`config.mk`:
```
export PLATFORM = sky130hd
export DESIGN_NAME = fifo_word_packer
export DESIGN_NICKNAME = d
export VERILOG_FILES = /design/src/rtl/fifo_pack_pkg.sv /design/src/rtl/fifo_pack_lane.sv /design/src/rtl/fifo_word_packer.sv
export SDC_FILE = /design/constraint.sdc
export NUM_CORES = 1
export LEC_CHECK = 0
export ABC_AREA = 1
export CAP_MARGIN = 0
export CORE_MARGIN = 2
export CORE_UTILIZATION = 30
export DETAILED_ROUTE_END_ITERATION = 12
export GPL_ROUTABILITY_DRIVEN = 0
export GPL_TIMING_DRIVEN = 0
export PLACE_DENSITY = 0.63
export SYNTH_ARGS = -nofsm -noshare
export SYNTH_HDL_FRONTEND = slang
export SYNTH_SLANG_ARGS = --single-unit
```
`constraint.sdc`:
```
create_clock -name CLK -period 3.02 [get_ports CLK]
set_input_delay 0.906 -clock CLK [delete_from_list [all_inputs] [get_ports CLK]]
set_output_delay 0.906 -clock CLK [all_outputs]
set_load 0.03 [all_outputs]
```
`src/rtl/fifo_pack_pkg.sv`:
```
// Shared types and sizing helpers for the FIFO word packer.
package fifo_pack_pkg;

    typedef enum logic {
        FILL = 1'b0,
        HOLD = 1'b1
    } state_e;

    localparam int BYTE_W = 8;

    // Counters must be able to hold the value WORD_BYTES itself.
    function automatic int cnt_w(input int word_bytes);
        return $clog2(word_bytes + 1);
    endfunction

endpackage

```
`src/rtl/fifo_pack_lane.sv`:
```
// Byte-lane assembly register plus running XOR checksum for one output word.
module fifo_pack_lane
    import fifo_pack_pkg::*;
#(
    parameter int WORD_BYTES = 4,
    parameter int IDX_W      = cnt_w(WORD_BYTES)
) (
    input  logic                         clk,
    input  logic                         rst,
    input  logic                         clr,
    input  logic                         wr_en,
    input  logic [IDX_W-1:0]             wr_idx,
    input  logic [BYTE_W-1:0]            wr_byte,
    output logic [BYTE_W*WORD_BYTES-1:0] word,
    output logic [BYTE_W-1:0]            chk
);

    logic [BYTE_W*WORD_BYTES-1:0] word_q, word_d;
    logic [BYTE_W-1:0]            chk_q, chk_d;

    always_comb begin
        word_d = word_q;
        chk_d  = chk_q;
        if (clr) begin
            word_d = '0;
            chk_d  = '0;
        end else if (wr_en) begin
            for (int i = 0; i < WORD_BYTES; i++) begin
                if (wr_idx == IDX_W'(i)) word_d[i*BYTE_W +: BYTE_W] = wr_byte;
            end
            chk_d = chk_q ^ wr_byte;
        end
    end

    always_ff @(posedge clk or posedge rst) begin
        if (rst) begin
            word_q <= '0;
            chk_q  <= '0;
        end else begin
            word_q <= word_d;
            chk_q  <= chk_d;
        end
    end

    assign word = word_q;
    assign chk  = chk_q;

endmodule

```
`src/rtl/fifo_word_packer.sv`:
```
// Pops bytes from an 8-bit FIFO, packs WORD_BYTES of them into a word with an
// XOR checksum, and delivers it on a valid/ready stream.
module fifo_word_packer
    import fifo_pack_pkg::*;
#(
    parameter int WORD_BYTES = 4,
    parameter int CNT_W      = 16
) (
    input  logic                    CLK,
    input  logic                    RST,
    input  logic                    EN,
    input  logic [7:0]              FIFO_DATA,
    input  logic                    FIFO_EMPTY,
    output logic                    FIFO_RD_EN,
    output logic [8*WORD_BYTES-1:0] OUT_DATA,
    output logic [7:0]              OUT_CHK,
    output logic                    OUT_VALID,
    input  logic                    OUT_READY,
    output logic [CNT_W-1:0]        WORD_CNT,
    output logic                    BUSY
);

    localparam int               IDX_W = cnt_w(WORD_BYTES);
    localparam logic [IDX_W-1:0] FULL  = IDX_W'(WORD_BYTES);
    localparam logic [IDX_W-1:0] LAST  = IDX_W'(WORD_BYTES - 1);

    state_e             state_q, state_d;
    logic [IDX_W-1:0]   iss_cnt_q, iss_cnt_d;
    logic [IDX_W-1:0]   rcv_cnt_q, rcv_cnt_d;
    logic               rd_pend_q, rd_pend_d;
    logic               valid_q, valid_d;
    logic [CNT_W-1:0]   word_cnt_q, word_cnt_d;
    logic               rd_en;
    logic               accept;

    // RST term keeps the pop request low while reset is held.
    assign rd_en  = !RST && (state_q == FILL) && EN && !FIFO_EMPTY && (iss_cnt_q < FULL);
    assign accept = valid_q && OUT_READY;

    always_comb begin
        state_d    = state_q;
        iss_cnt_d  = iss_cnt_q;
        rcv_cnt_d  = rcv_cnt_q;
        valid_d    = valid_q;
        word_cnt_d = word_cnt_q;
        rd_pend_d  = rd_en;

        if (rd_en)     iss_cnt_d = iss_cnt_q + IDX_W'(1);
        if (rd_pend_q) rcv_cnt_d = rcv_cnt_q + IDX_W'(1);

        if (rd_pend_q && rcv_cnt_q == LAST) begin
            state_d = HOLD;
            valid_d = 1'b1;
        end

        // No pop can be in flight here: iss_cnt is already saturated in HOLD.
        if (accept) begin
            state_d    = FILL;
            valid_d    = 1'b0;
            iss_cnt_d  = '0;
            rcv_cnt_d  = '0;
            word_cnt_d = word_cnt_q + CNT_W'(1);
        end
    end

    always_ff @(posedge CLK or posedge RST) begin
        if (RST) begin
            state_q    <= FILL;
            iss_cnt_q  <= '0;
            rcv_cnt_q  <= '0;
            rd_pend_q  <= 1'b0;
            valid_q    <= 1'b0;
            word_cnt_q <= '0;
        end else begin
            state_q    <= state_d;
            iss_cnt_q  <= iss_cnt_d;
            rcv_cnt_q  <= rcv_cnt_d;
            rd_pend_q  <= rd_pend_d;
            valid_q    <= valid_d;
            word_cnt_q <= word_cnt_d;
        end
    end

    fifo_pack_lane #(
        .WORD_BYTES (WORD_BYTES),
        .IDX_W      (IDX_W)
    ) u_lane (
        .clk     (CLK),
        .rst     (RST),
        .clr     (accept),
        .wr_en   (rd_pend_q),
        .wr_idx  (rcv_cnt_q),
        .wr_byte (FIFO_DATA),
        .word    (OUT_DATA),
        .chk     (OUT_CHK)
    );

    assign FIFO_RD_EN = rd_en;
    assign OUT_VALID  = valid_q;
    assign WORD_CNT   = word_cnt_q;
    assign BUSY       = (iss_cnt_q != '0) || valid_q;

endmodule
```
Yosys cells after proc, flatten, opt, wreduce, memory -nomap -nowiden:

Cells that the tools add are included.
Widths: inputs -> output; s select.

* add/subtract/negate cells: 3
* magnitude comparators: 1
* equality and inequality tests: 3
* mux-type cells: 14
* bitwise operators: 2
* reduce and logical (&&, ||, !) cells: 22

Operator list (count)
* $mux 32: 2
* $mux 8: 6
* $add 16x1->16 const B: 1
* $reduce_bool 2->1: 7
* $mux 3: 4
* $reduce_and 2->1: 4
* $xor 8x8->8: 1
* $add 3x1->3 const B: 2
* $eq 3x2->1 const B: 2
* $logic_and 1x1->1: 6
* $eq 3x1->1 const B: 1
* $logic_not 3->1: 1
* $lt 3x3->1 const B: 1
* $reduce_bool 3->1: 1
* $logic_not 1->1: 2
* $mux 1: 2
* $logic_or 1x1->1: 1
* $not 1->1: 1

* register bits after elaboration: 64
* input bits: 13
* output and inout port bits: 59

Longest topological paths before layout:

Gate-level depths: netlist (run 1).

* depth after elaboration: 7
* mapped depth: 8
* mapped depth without buffers: 8

Cells and area by module:

A second synthesis (run 1) with hierarchy kept.

* cell total of the unflattened synthesis: 348
* area, all modules: 3083.0 sq um

Modules (own cells, without submodules)
* fifo_pack_lane: instances 1, cells each 207, area an instance 1834.3 sq um, sequential area each 1001.0 sq um
* fifo_word_packer: instances 1, cells each 141, area an instance 1248.7 sq um, sequential area each 600.6 sq um

Worst setup path before layout (run 1):

Ideal clock, no wire load.

* path type: input to output
* start point: input RST
* end point: output FIFO_RD_EN
* arrival: 1612 ps
* path slack: 502 ps
* cell stages on the path: 3
* buffers on the path: 0
* path through: nor2_1 nand3_1 nor2_1

* cells in the longest elaborated chain, start to end: 5

Ends and longest elaborated chain
* start, declared: line fifo_word_packer.sv:10 `input logic RST,`
* $logic_not 1->1 (no line)
* $logic_and 1x1->1 (4 in series): line fifo_word_packer.sv:37 `assign rd_en = !RST && (state_q == FILL) && EN && !FIFO_EMPTY && (iss_cnt_q < FULL);`
* end, declared: line fifo_word_packer.sv:14 `output logic FIFO_RD_EN,`

Every way passes these cells.

Worst setup path after layout (run 1):

Ends and elaborated chain as after synthesis.

==> results of run 1 <==
## what timing repair did
item                                    4_1_cts  5_1_grt
buffers inserted                              0        0
endpoints found under the hold margin         0        0
hold buffers                                  0        0
gates resized for setup                       6        2
endpoints found under the setup margin        1        1
## stage by stage
stage | instances | hold WS (ns) | utilization | power [W] | area, µm²
6_report | 561 | 0.492 | 0.422 | 0.00184 | 4130
5_1_grt | 561 | 0.508 | 0.422 | 0.00192 | 4130
4_1_cts | 561 | 0.468 | 0.422 | 0.00187 | 4120
3_5_place_dp | 545 | 0.479 | 0.402 | 0.00111 | 3930
3_3_place_gp | 544 | 0.478 | 0.400 | 0.00111 | 3910
2_1_floorplan | 340 | 0.534 | - | 0.00102 | 3030
## flip-flops by register name, indices dropped and copies added (netlist names)
signal,count
OUT_VALID,1
u_lane.word,32
rd_pend_q,1
rcv_cnt_q,3
WORD_CNT,16
iss_cnt_q,3
u_lane.chk,8
## synthesized netlist by cell type
cell type / n / area [µm²]
nor2_1: 24 / 90.1
buf_12: 1 / 20.0
nand4_1: 6 / 37.5
dfrtp_1: 64 / 1600
mux2_2: 3 / 33.8
mux2_4: 5 / 75.1
nor2_4: 6 / 67.6
xnor2_1: 4 / 35.0
inv_4: 1 / 6.26
o21ai_0: 9 / 45.0
or2_2: 1 / 6.26
xor2_1: 2 / 17.5
buf_1: 2 / 7.51
nand3_2: 3 / 30.0
nand3_1: 45 / 225
inv_1: 38 / 143
ha_1: 8 / 100
nand2_1: 97 / 364
a21oi_1: 9 / 45.0
nand2_4: 1 / 11.3
nand3b_1: 2 / 15.0
nor2_2: 1 / 6.26
a211oi_1: 1 / 7.51
buf_2: 5 / 25.0
nand2_2: 2 / 12.5
## placed cells by master (no fill, tap or decap)
| master | instances |
|---|---|
| xor2_1 | 2 |
| nor2_4 | 7 |
| clkinv_2 | 2 |
| nor2_1 | 23 |
| mux2_2 | 3 |
| nand3_2 | 3 |
| inv_4 | 1 |
| mux2_4 | 5 |
| inv_2 | 1 |
| clkbuf_4 | 1 |
| nand2_1 | 97 |
| nor2_2 | 1 |
| xnor2_1 | 4 |
| o21ai_0 | 9 |
| or2_2 | 1 |
| buf_2 | 5 |
| nand3_1 | 45 |
| ha_1 | 8 |
| nand2_4 | 1 |
| nand4_1 | 6 |
| buf_12 | 2 |
| clkdlybuf4s50_1 | 70 |
| dfrtp_1 | 64 |
| inv_1 | 37 |
| clkbuf_8 | 11 |
| nand3b_1 | 2 |
| a211oi_1 | 1 |
| nand2_2 | 2 |
| bufinv_16 | 1 |
| buf_1 | 2 |
| a21oi_1 | 9 |
| clkbuf_1 | 2 |
## cells by family after synthesis
family | count (synthesis) | share of synthesized area
adder cells (fa/ha/maj) | 8 | 0.0331
flip-flops | 64 | 0.529
buffers and inverters | 47 | 0.0665
AND/OR/NAND/NOR | 188 | 0.286
multiplexers | 8 | 0.0359
XOR/XNOR | 6 | 0.0174
AO/OA/AOI/OAI | 19 | 0.0322
## worst max path at each step
stage	from	endpoint	cells past startpoint
4_1_cts	RST	FIFO_RD_EN	5
2_1_floorplan	RST	FIFO_RD_EN	3
5_1_grt	RST	FIFO_RD_EN	5
3_3_place_gp	RST	u_lane.word[3]	2
6_report	RST	FIFO_RD_EN	5
3_5_place_dp	RST	FIFO_RD_EN	5
## report_power, final
group          switching (W)  internal [W]  total [W]
clock               0.000318      0.000425   0.000743
sequential         0.0000158      0.000883   0.000899
combinational       0.000113     0.0000804   0.000194
total               0.000447       0.00139    0.00184
## worst max-delay path: stages
cell             delay (ns)
clkdlybuf4s50_1        0.43
nor2_1                 0.17
nand3_1                0.14
nor2_4                 0.14
clkbuf_4               0.20
## final cells by class
class	instances	area [µm²]	area share
Timing Repair Buffer	72	728	0.176
Clock inverter	3	40.0	0.00970
Buffer	8	52.6	0.0127
Sequential cell	64	1600	0.388
Multi-Input combinational cell	229	1230	0.298
Tap cell	133	166	0.0403
Clock buffer	13	159	0.0385
Inverter	39	149	0.0361
## layer usage
layer	up-vias	track usage
met3	5	0.0407
met5	-	0
met1	1213	0.190
met4	0	0.0463
met2	57	0.229
li1	1249	-
==> out/metrics.yaml, run 1 <==
run_status:
  status: "finished clean"
min_path:
  worstHoldStart: "iss_cnt_q[2]"
  min_to: "rd_pend_q"
  hold_path_depth: 1
  worstHoldPathType: "reg -> reg"
yosys:
  ys_types: 25
  syn_area_um2: 3030
  synth_fp_nets: 361
  ys_seq_elements: 64
  ys_warn_count: 0
  yosysSeqAreaShare: 0.529
  syn_inst: 340
  avgSynthCellArea_um2: 8.91
critical_path:
  regToRegSetupSlack_ns: 1.46
  crit_type: "in -> out"
  cp.required_ns: 2.11
  cp_max_fo: 4
  r2r_cells: 5
  r2r_start: "rcv_cnt_q[0]"
  r2r_end: "u_lane.word[29]"
  arrival_ns: 1.99
  startpoint_type: "input pin"
  endpoint_kind: "output pin"
die:
  start_util: 0.310
  die_area_um2: 10900
  rows: 36
  pin_count: 72
  fp.dieH_um: 104
  core_um2: 9770
  dieWidth_um: 104
cts:
  cts-root-buf: "clkbuf_8"
  cts.sinks: 64
  h-tree-depth: 3
  clkTransAtPathRegs_ns: 0.07
  insertion_delay_ns: 0.33
  cts_tree: "yes"
  cts_buffers: 9
  clockBufferDepth: 2
detailed_routing:
  wl_met1_um: 3490
  drt_pass1_iterations: 5
  num_vias: 2524
  drtIter0Drc: 98
  via_per_inst: 4.50
  route.detailed.drc: 0
  ant_nets: 0
  wl_met2_um: 3610
  wl_per_cell_um: 13.4
  top_layer: "met4"
  drt_wl_total_um: 7510
  wl_met3_um: 340
cells_and_area:
  syn_to_final_growth_pct: 36.4
  num-nets-final: 444
  drive_gt1_frac: 0.110
  diodes: 0
  fillers: 1019
sta:
  finalSetupViolCount: 0
  timing.final.ws_setup_ns: 0.120
  max_freq_mhz: 345
  slew_viol_final: 0
  worst_slew_pin_slew_ns: 0.529
  fin_crit_sh: 0.960
  period_minus_slack_ns: 2.90
  relSlewSlack: 0.647
  hold_viol_final: 0
  fin_skew_ns: 0.0100
  rsz0062_at_grt: "false"
  setup_tns_ns: 0
global_route:
  antenna_found_initial: 0
  grt_use_total: 0.144
  grt_max_degree: 43
  grt_overflow: 0
  grt_pass1_vias: 2398
  grt_first_pass_wirelength_um: 12300
placement:
  pre_cts_slack_ns: -0.504
  place_hpwl_um: 5420
  portBuffers: 71
job:
  max_cap_violations: 0
power:
  ir_worst_vdd_uv: 179
  power.leakage_nw: 2.05
  p_per_area_nw_per_um2: 445
Power figures use the tool's default switching activity.
==> run 2: changes to the inputs <==
--- a/config.mk
+++ b/config.mk
@@ -13,6 +13,7 @@
 export GPL_ROUTABILITY_DRIVEN = 0
 export GPL_TIMING_DRIVEN = 0
 export PLACE_DENSITY = 0.63
+export REMOVE_ABC_BUFFERS = 1
 export SYNTH_ARGS = -nofsm -noshare
 export SYNTH_HDL_FRONTEND = slang
 export SYNTH_SLANG_ARGS = --single-unit
==> run 2 against run 1 <==
Net effect: final cell count is 1.6% lower; critical path type unchanged; global-route usage is 0.99 points lower; worst setup slack worse by 0.025 ns.
==> out/metrics.yaml, run 2 (synthesis results as in run 1) <==
cells_and_area:
  final_common_cell: "nand2_1"
  fillers: 966  # -5.2%
  diodes: 0  # unchanged
  multi_input_area_um2: 1230  # -0.41%
  most-common-layout-cells: "nand2_1, clkdlybuf4s50_1, dfrtp_1"
  num-nets-final: 436  # -1.8%
  syn_to_final_growth_pct: 33.5
  fin_area_um2: 4040  # -2.1%
  largest_reg_flops: 32  # unchanged
  fin_util: 0.414  # -0.00883
  ff_latch_area_um2: 1600  # unchanged
  drive_gt1_frac: 0.0979  # -0.0120
global_route:
  grtUsageMet2: 0.214  # -0.0145
  grt_pass1_vias: 2317  # -3.4%
  grt_use_met1: 0.175  # -0.0144
  grt_overflow: 0  # unchanged
  grt-busiest-layer: "met2"
  grt_first_pass_wirelength_um: 11800  # -4.5%
  grt_max_degree: 47  # +9.3%
  gr-usage-met3: 0.0326  # -0.00815
  grt_use_total: 0.134  # -0.00992
  antenna_found_initial: 0  # unchanged
min_path:
  worstHoldPathType: "reg -> reg"
  hold_path_depth: 1  # unchanged
  worstHoldStart: "iss_cnt_q[2]"
  min_to: "rd_pend_q"
die:
  rows: 36  # unchanged
  start_util: 0.310  # unchanged
  core_um2: 9770  # unchanged
  dieWidth_um: 104  # unchanged
  pin_count: 72  # unchanged
  die_area_um2: 10900  # unchanged
  fp.dieH_um: 104  # unchanged
detailed_routing:
  ant_nets: 0  # unchanged
  wl_per_cell_um: 13.1  # -2.3%
  drtIter0Drc: 83  # -15%
  route.detailed.drc: 0  # unchanged
  via_per_inst: 4.55  # +1.2%
  num_vias: 2513  # -0.44%
  drt_wl_total_um: 7220  # -3.9%
  drt_pass1_iterations: 4  # -1
sta:
  max_freq_mhz: 342  # -0.84%
  hold_viol_final: 0  # unchanged
  period_minus_slack_ns: 2.92  # +0.0246 ns
  hold_slack_ns: 0.495  # +0.00327 ns
  relSlewSlack: 0.422  # -0.225
  timing.final.ws_setup_ns: 0.0955  # -0.0246 ns
  rsz0062_at_grt: "false"
  slew_viol_final: 0  # unchanged
  finalSetupViolCount: 0  # unchanged
  fin_crit_sh: 0.968  # +0.00814
  worst_slew_pin_slew_ns: 0.867  # +0.338 ns
  fin_skew_ns: 0.00410  # -0.00590 ns
placement:
  pre_cts_slack_ns: -0.452  # +0.0521 ns
  place_area_um2: 3870  # -1.3%
  portBuffers: 71  # unchanged
  place_hpwl_um: 5190  # -4.2%
critical_path:
  cp_max_fo: 4  # unchanged
  r2r_cells: 4  # -1
  r2r_end: "u_lane.word[13]"
  crit_type: "in -> out"
  regToRegSetupSlack_ns: 1.06  # -0.40 ns
  r2r_start: "rd_pend_q"
  endpoint_kind: "output pin"
  cp.required_ns: 2.11  # about the same
  startpoint_type: "input pin"
  arrival_ns: 2.02  # +0.03 ns
run_status:
  status: "finished clean"
cts:
  clockBufferDepth: 2  # unchanged
  cts-root-buf: "clkbuf_8"
  h-tree-depth: 3  # unchanged
  clkTransAtPathRegs_ns: 0.07  # about the same
  cts_tree: "yes"
  cts.sinks: 64  # unchanged
  cts_buffers: 9  # unchanged
  insertion_delay_ns: 0.33  # about the same
job:
  max_cap_violations: 0  # unchanged
power:
  power.leakage_nw: 2.00  # -2.3%
  ir_worst_vdd_uv: 175  # -1.9%
  p_per_area_nw_per_um2: 431  # -3.0%
-- run 2: changes by cell type in the layout (fill, tap and decap cells not counted), sizes merged --
| cell | before | now |
|---|---|---|
| clkbuf | 14 | 12 |
| clkinvlp | 0 | 1 |
| buf | 9 | 2 |
| bufinv | 1 | 0 |
-- run 2: worst max-delay path by stage --
stage,from,depth (start not counted),to,slack [ns]
CTS,RST,5,FIFO_RD_EN,0.09
global placement,RST,2,u_lane.word[4],-0.72
floorplan,RST,3,FIFO_RD_EN,0.50
detailed placement,RST,5,FIFO_RD_EN,-0.45
finish,RST,5,FIFO_RD_EN,0.1
global route,RST,5,FIFO_RD_EN,0.006
-- run 2: worst max-delay path, cell delays in order --
cell	delay, ns
clkdlybuf4s50_1	0.43
nor2_1	0.18
nand3_1	0.11
nor2_2	0.17
buf_2	0.23
-- run 2: layer usage --
layer	vias up	share of wire
li1	1228	-
met1	1207	0.46
met2	68	0.47
met3	10	0.048
met4	0	0.015
met5	-	0
-- run 2: what timing repair did --
| action | in CTS | in global routing |
|---|---|---|
| hold buffers | 0 | 0 |
| buffers inserted | 0 | 0 |
| endpoints found under the setup margin | 1 | 0 |
| endpoints found under the hold margin | 0 | 0 |
| gates resized for setup | 6 | 0 |
-- run 2: per-stage QoR --
step | std cells | total power [W] | setup TNS, ns
5_1_grt | 552 | 0.00181 | 0
6_report | 552 | 0.00174 | 0
4_1_cts | 552 | 0.00177 | 0
3_3_place_gp | 536 | 0.00110 | -46.01
3_5_place_dp | 537 | 0.00111 | -0.452
2_1_floorplan | 332 | 0.00102 | 0
-- run 2: power by group --
part / internal [W] / switching (W) / total [W]
clock network: 0.000336 / 0.000317 / 0.000653
registers: 0.000883 / 0.0000167 / 0.000900
logic: 0.0000801 / 0.000110 / 0.000190
-- run 2: area by class of cell --
type                            instances  area share
Timing Repair Buffer                   72       0.180
Sequential cell                        64       0.396
Tap cell                              133      0.0412
Multi-Input combinational cell        229       0.304
Clock inverter                          3     0.00433
Inverter                               39      0.0368
Clock buffer                           12      0.0384
==> run 3: changes to the inputs <==
--- a/config.mk
+++ b/config.mk
@@ -7,6 +7,7 @@
 export LEC_CHECK = 0
 export ABC_AREA = 1
 export CAP_MARGIN = 0
+export CORE_ASPECT_RATIO = 1.4
 export CORE_MARGIN = 2
 export CORE_UTILIZATION = 30
 export DETAILED_ROUTE_END_ITERATION = 12
@@ -16,4 +17,5 @@
 export REMOVE_ABC_BUFFERS = 1
 export SYNTH_ARGS = -nofsm -noshare
 export SYNTH_HDL_FRONTEND = slang
+export SYNTH_HIERARCHICAL = 1
 export SYNTH_SLANG_ARGS = --single-unit
==> run 3 against run 2 <==
Net effect: via count rose by 1.5%; register-to-register slack got worse by 0.27 ns; hold slack got worse by 0.00074 ns; synthesized cell count rose by 2.4%; critical endpoint unchanged.
==> out/metrics.yaml, run 3 <==
run_status:
  status: "finished clean"
yosys:
  ys_warn_count: 6  # +6
  syn_area_um2: 3080  # +1.8%
  synth_edf_count: 0  # unchanged
  synth_compound_area_frac: 0.0300  # -0.00220
  synthSimpleGateAreaFrac: 0.321  # +0.0347
  netlist.area_leader.share: 0.519  # -0.00945
  ys_seq_elements: 64  # unchanged
  synth_top_family_by_area: "simple AND/OR/NAND/NOR gates"
  yosysSeqAreaShare: 0.519  # -0.00945
  synth_common_cells: "nand2_1, nand3_1, dfrtp_1, inv_1, nor2_1"
  synth_area_leaders: "dfrtp_1, nand3_1, nand2_1"
  synth_xor_area_frac: 0.0341  # +0.0167
  synth_top_area_cell: "dfrtp_1"
  synth_flop_cell: "dfrtp_1"
  syn_inst: 348  # +2.4%
  avgSynthCellArea_um2: 8.86  # -0.52%
  ys_types: 27  # +8.0%
  yosysMostFrequentCell: "nand2_1"
  muxShareOfSynthArea: 0  # -0.0360
  postSynth.asyncResetShare: 1.00  # unchanged
  synth_fa_ha_area_frac: 0.0203  # -0.0128
sta:
  rsz0062_at_grt: "false"
  worst_slew_pin_slew_ns: 0.929  # +0.0622 ns
  fin_skew_ns: 0.00368  # -0.000423 ns
  finalSetupViolCount: 0  # unchanged
  relSlewSlack: 0.380  # -0.0422
  max_freq_mhz: 348  # +1.6%
  fin_crit_sh: 0.953  # -0.0156
  slew_viol_final: 0  # unchanged
  hold_viol_final: 0  # unchanged
  period_minus_slack_ns: 2.88  # -0.0472 ns
  hold_slack_ns: 0.494  # -0.000736 ns
placement:
  place_hpwl_um: 5320  # +2.5%
  place_area_um2: 3890  # +0.48%
  portBuffers: 71  # unchanged
  place_inst: 544  # +1.3%
global_route:
  grt_pass1_vias: 2540  # +9.6%
  grt_use_total: 0.146  # +0.0115
  grt_first_pass_wirelength_um: 12200  # +3.2%
  grt_overflow: 0  # unchanged
  grt_max_degree: 41  # -13%
  antenna_found_initial: 0  # unchanged
cells_and_area:
  diodes: 0  # unchanged
  fin_area_um2: 4210  # +4.2%
  num-nets-final: 438  # +0.46%
  most-common-layout-cells: "nand2_1, nand3_1, clkdlybuf4s50_1"
  fin_util: 0.423  # +0.00966
  largest_reg_flops: 32  # unchanged
  syn_to_final_growth_pct: 36.6
  fin_cells: 560  # +1.4%
  drive_gt1_frac: 0.111  # +0.0127
  final_common_cell: "nand2_1"
cts:
  cts_buffers: 9  # unchanged
  h-tree-depth: 3  # unchanged
  cts.hold.buffers_added: 0  # unchanged
  cts.sinks: 64  # unchanged
  clkTransAtPathRegs_ns: 0.05  # -0.02 ns
  insertion_delay_ns: 0.33  # about the same
  cts-root-buf: "clkbuf_16"
  post_cts_buffers: 0  # unchanged
  cts_tree: "yes"
  clockBufferDepth: 2  # unchanged
  cts_resized: 3  # -3
power:
  ir_worst_vdd_uv: 241  # +37%
  power.leakage_nw: 2.21  # +10%
  p_per_area_nw_per_um2: 477  # +11%
detailed_routing:
  num_vias: 2550  # +1.5%
  drtIter0Drc: 140  # +69%
  ant_nets: 0  # unchanged
  route.detailed.drc: 0  # unchanged
  wl_per_cell_um: 13.0  # -0.28%
  drt_wl_total_um: 7300  # +1.2%
  via_per_inst: 4.55  # about the same
  drt_pass1_iterations: 4  # unchanged
job:
  max_cap_violations: 0  # unchanged
die:
  die_area_um2: 11100  # +1.9%
  rows: 43  # +19%
  fp.dieH_um: 124  # +19%
  pin_count: 72  # unchanged
  dieWidth_um: 89.7  # -14%
  start_util: 0.310  # about the same
  core_um2: 9950  # +1.8%
critical_path:
  startpoint_type: "input pin"
  arrival_ns: 1.97  # -0.05 ns
  cp_max_fo: 4  # unchanged
  endpoint_kind: "output pin"
  crit_type: "in -> out"
  cp.required_ns: 2.11  # about the same
min_path:
  worstHoldPathType: "reg -> reg"
-- run 3: cell count changes after synthesis, moves of 4 or more --
cell     change
mux2_4       -5
nand3_1     +27
nor2_4       -4
nor2_2       +9
xor2_1       +6
nand2_1     -21
-- run 3: area by class of cell --
| class | count | area [µm²] |
|---|---|---|
| inverters | 41 | 166 |
| fillers | 982 | 5740 |
| well taps | 135 | 169 |
| clock inverters | 6 | 82.6 |
| multi-input cells | 233 | 1250 |
| repair buffers | 71 | 706 |
| flip-flops and latches | 64 | 1600 |
| clock buffers | 10 | 239 |
-- run 3: path summary, 6_finish.rpt --
| kind | cells past startpoint | slack [ns] | end | from |
|---|---|---|---|---|
| setup / recovery | 5 | 0.14 | FIFO_RD_EN | RST |
| hold / removal | 2 | 0.49 | u_lane/word[19] | u_lane/word[19] |
| setup reg to reg | 5 | 0.79 | u_lane/word[5] | OUT_VALID |
| hold reg to reg | 2 | 0.49 | u_lane/word[19] | u_lane/word[19] |
| max in group asynchronous | 2 | 1.27 | WORD_CNT[3] | RST |
| min in group asynchronous | 2 | 1.12 | u_lane/chk[4] | RST |
-- run 3: where the power goes --
group | switching [W] | total (W) | internal [W]
Combinational | 0.0000341 | 0.0000512 | 0.0000171
Clock | 0.000360 | 0.00110 | 0.000739
Sequential | 0 | 0.000859 | 0.000859
Total | 0.000394 | 0.00201 | 0.00161
-- run 3: cells by family after synthesis --
kind of cell | count (synthesis)
AO/OA/AOI/OAI | 18
XOR/XNOR | 12
adder cells (fa/ha/maj) | 5
buffers and inverters | 51
flip-flops | 64
AND/OR/NAND/NOR | 198
-- run 3: critical path, cell delays in order --
cell,delay [ns]
clkdlybuf4s50_1,0.46
nor2_1,0.14
nand4_1,0.12
inv_1,0.13
buf_2,0.21
-- run 3: metrics by stage --
step	setup WS, ns	TNS (ns)	total power, W
6_report	0.143	0	0.00201
5_1_grt	0.0423	0	0.00209
4_1_cts	0.0106	0	0.00204
3_5_place_dp	-0.364	-8.92	0.000927
3_3_place_gp	-0.309	-8.14	0.000925
2_1_floorplan	0.751	0	0.000896
-- run 3: layer usage --
metal,track usage,share of wire
met3,0.0364,0.043
met5,0,0
met4,0.0737,0.016
met2,0.248,0.53
met1,0.167,0.41
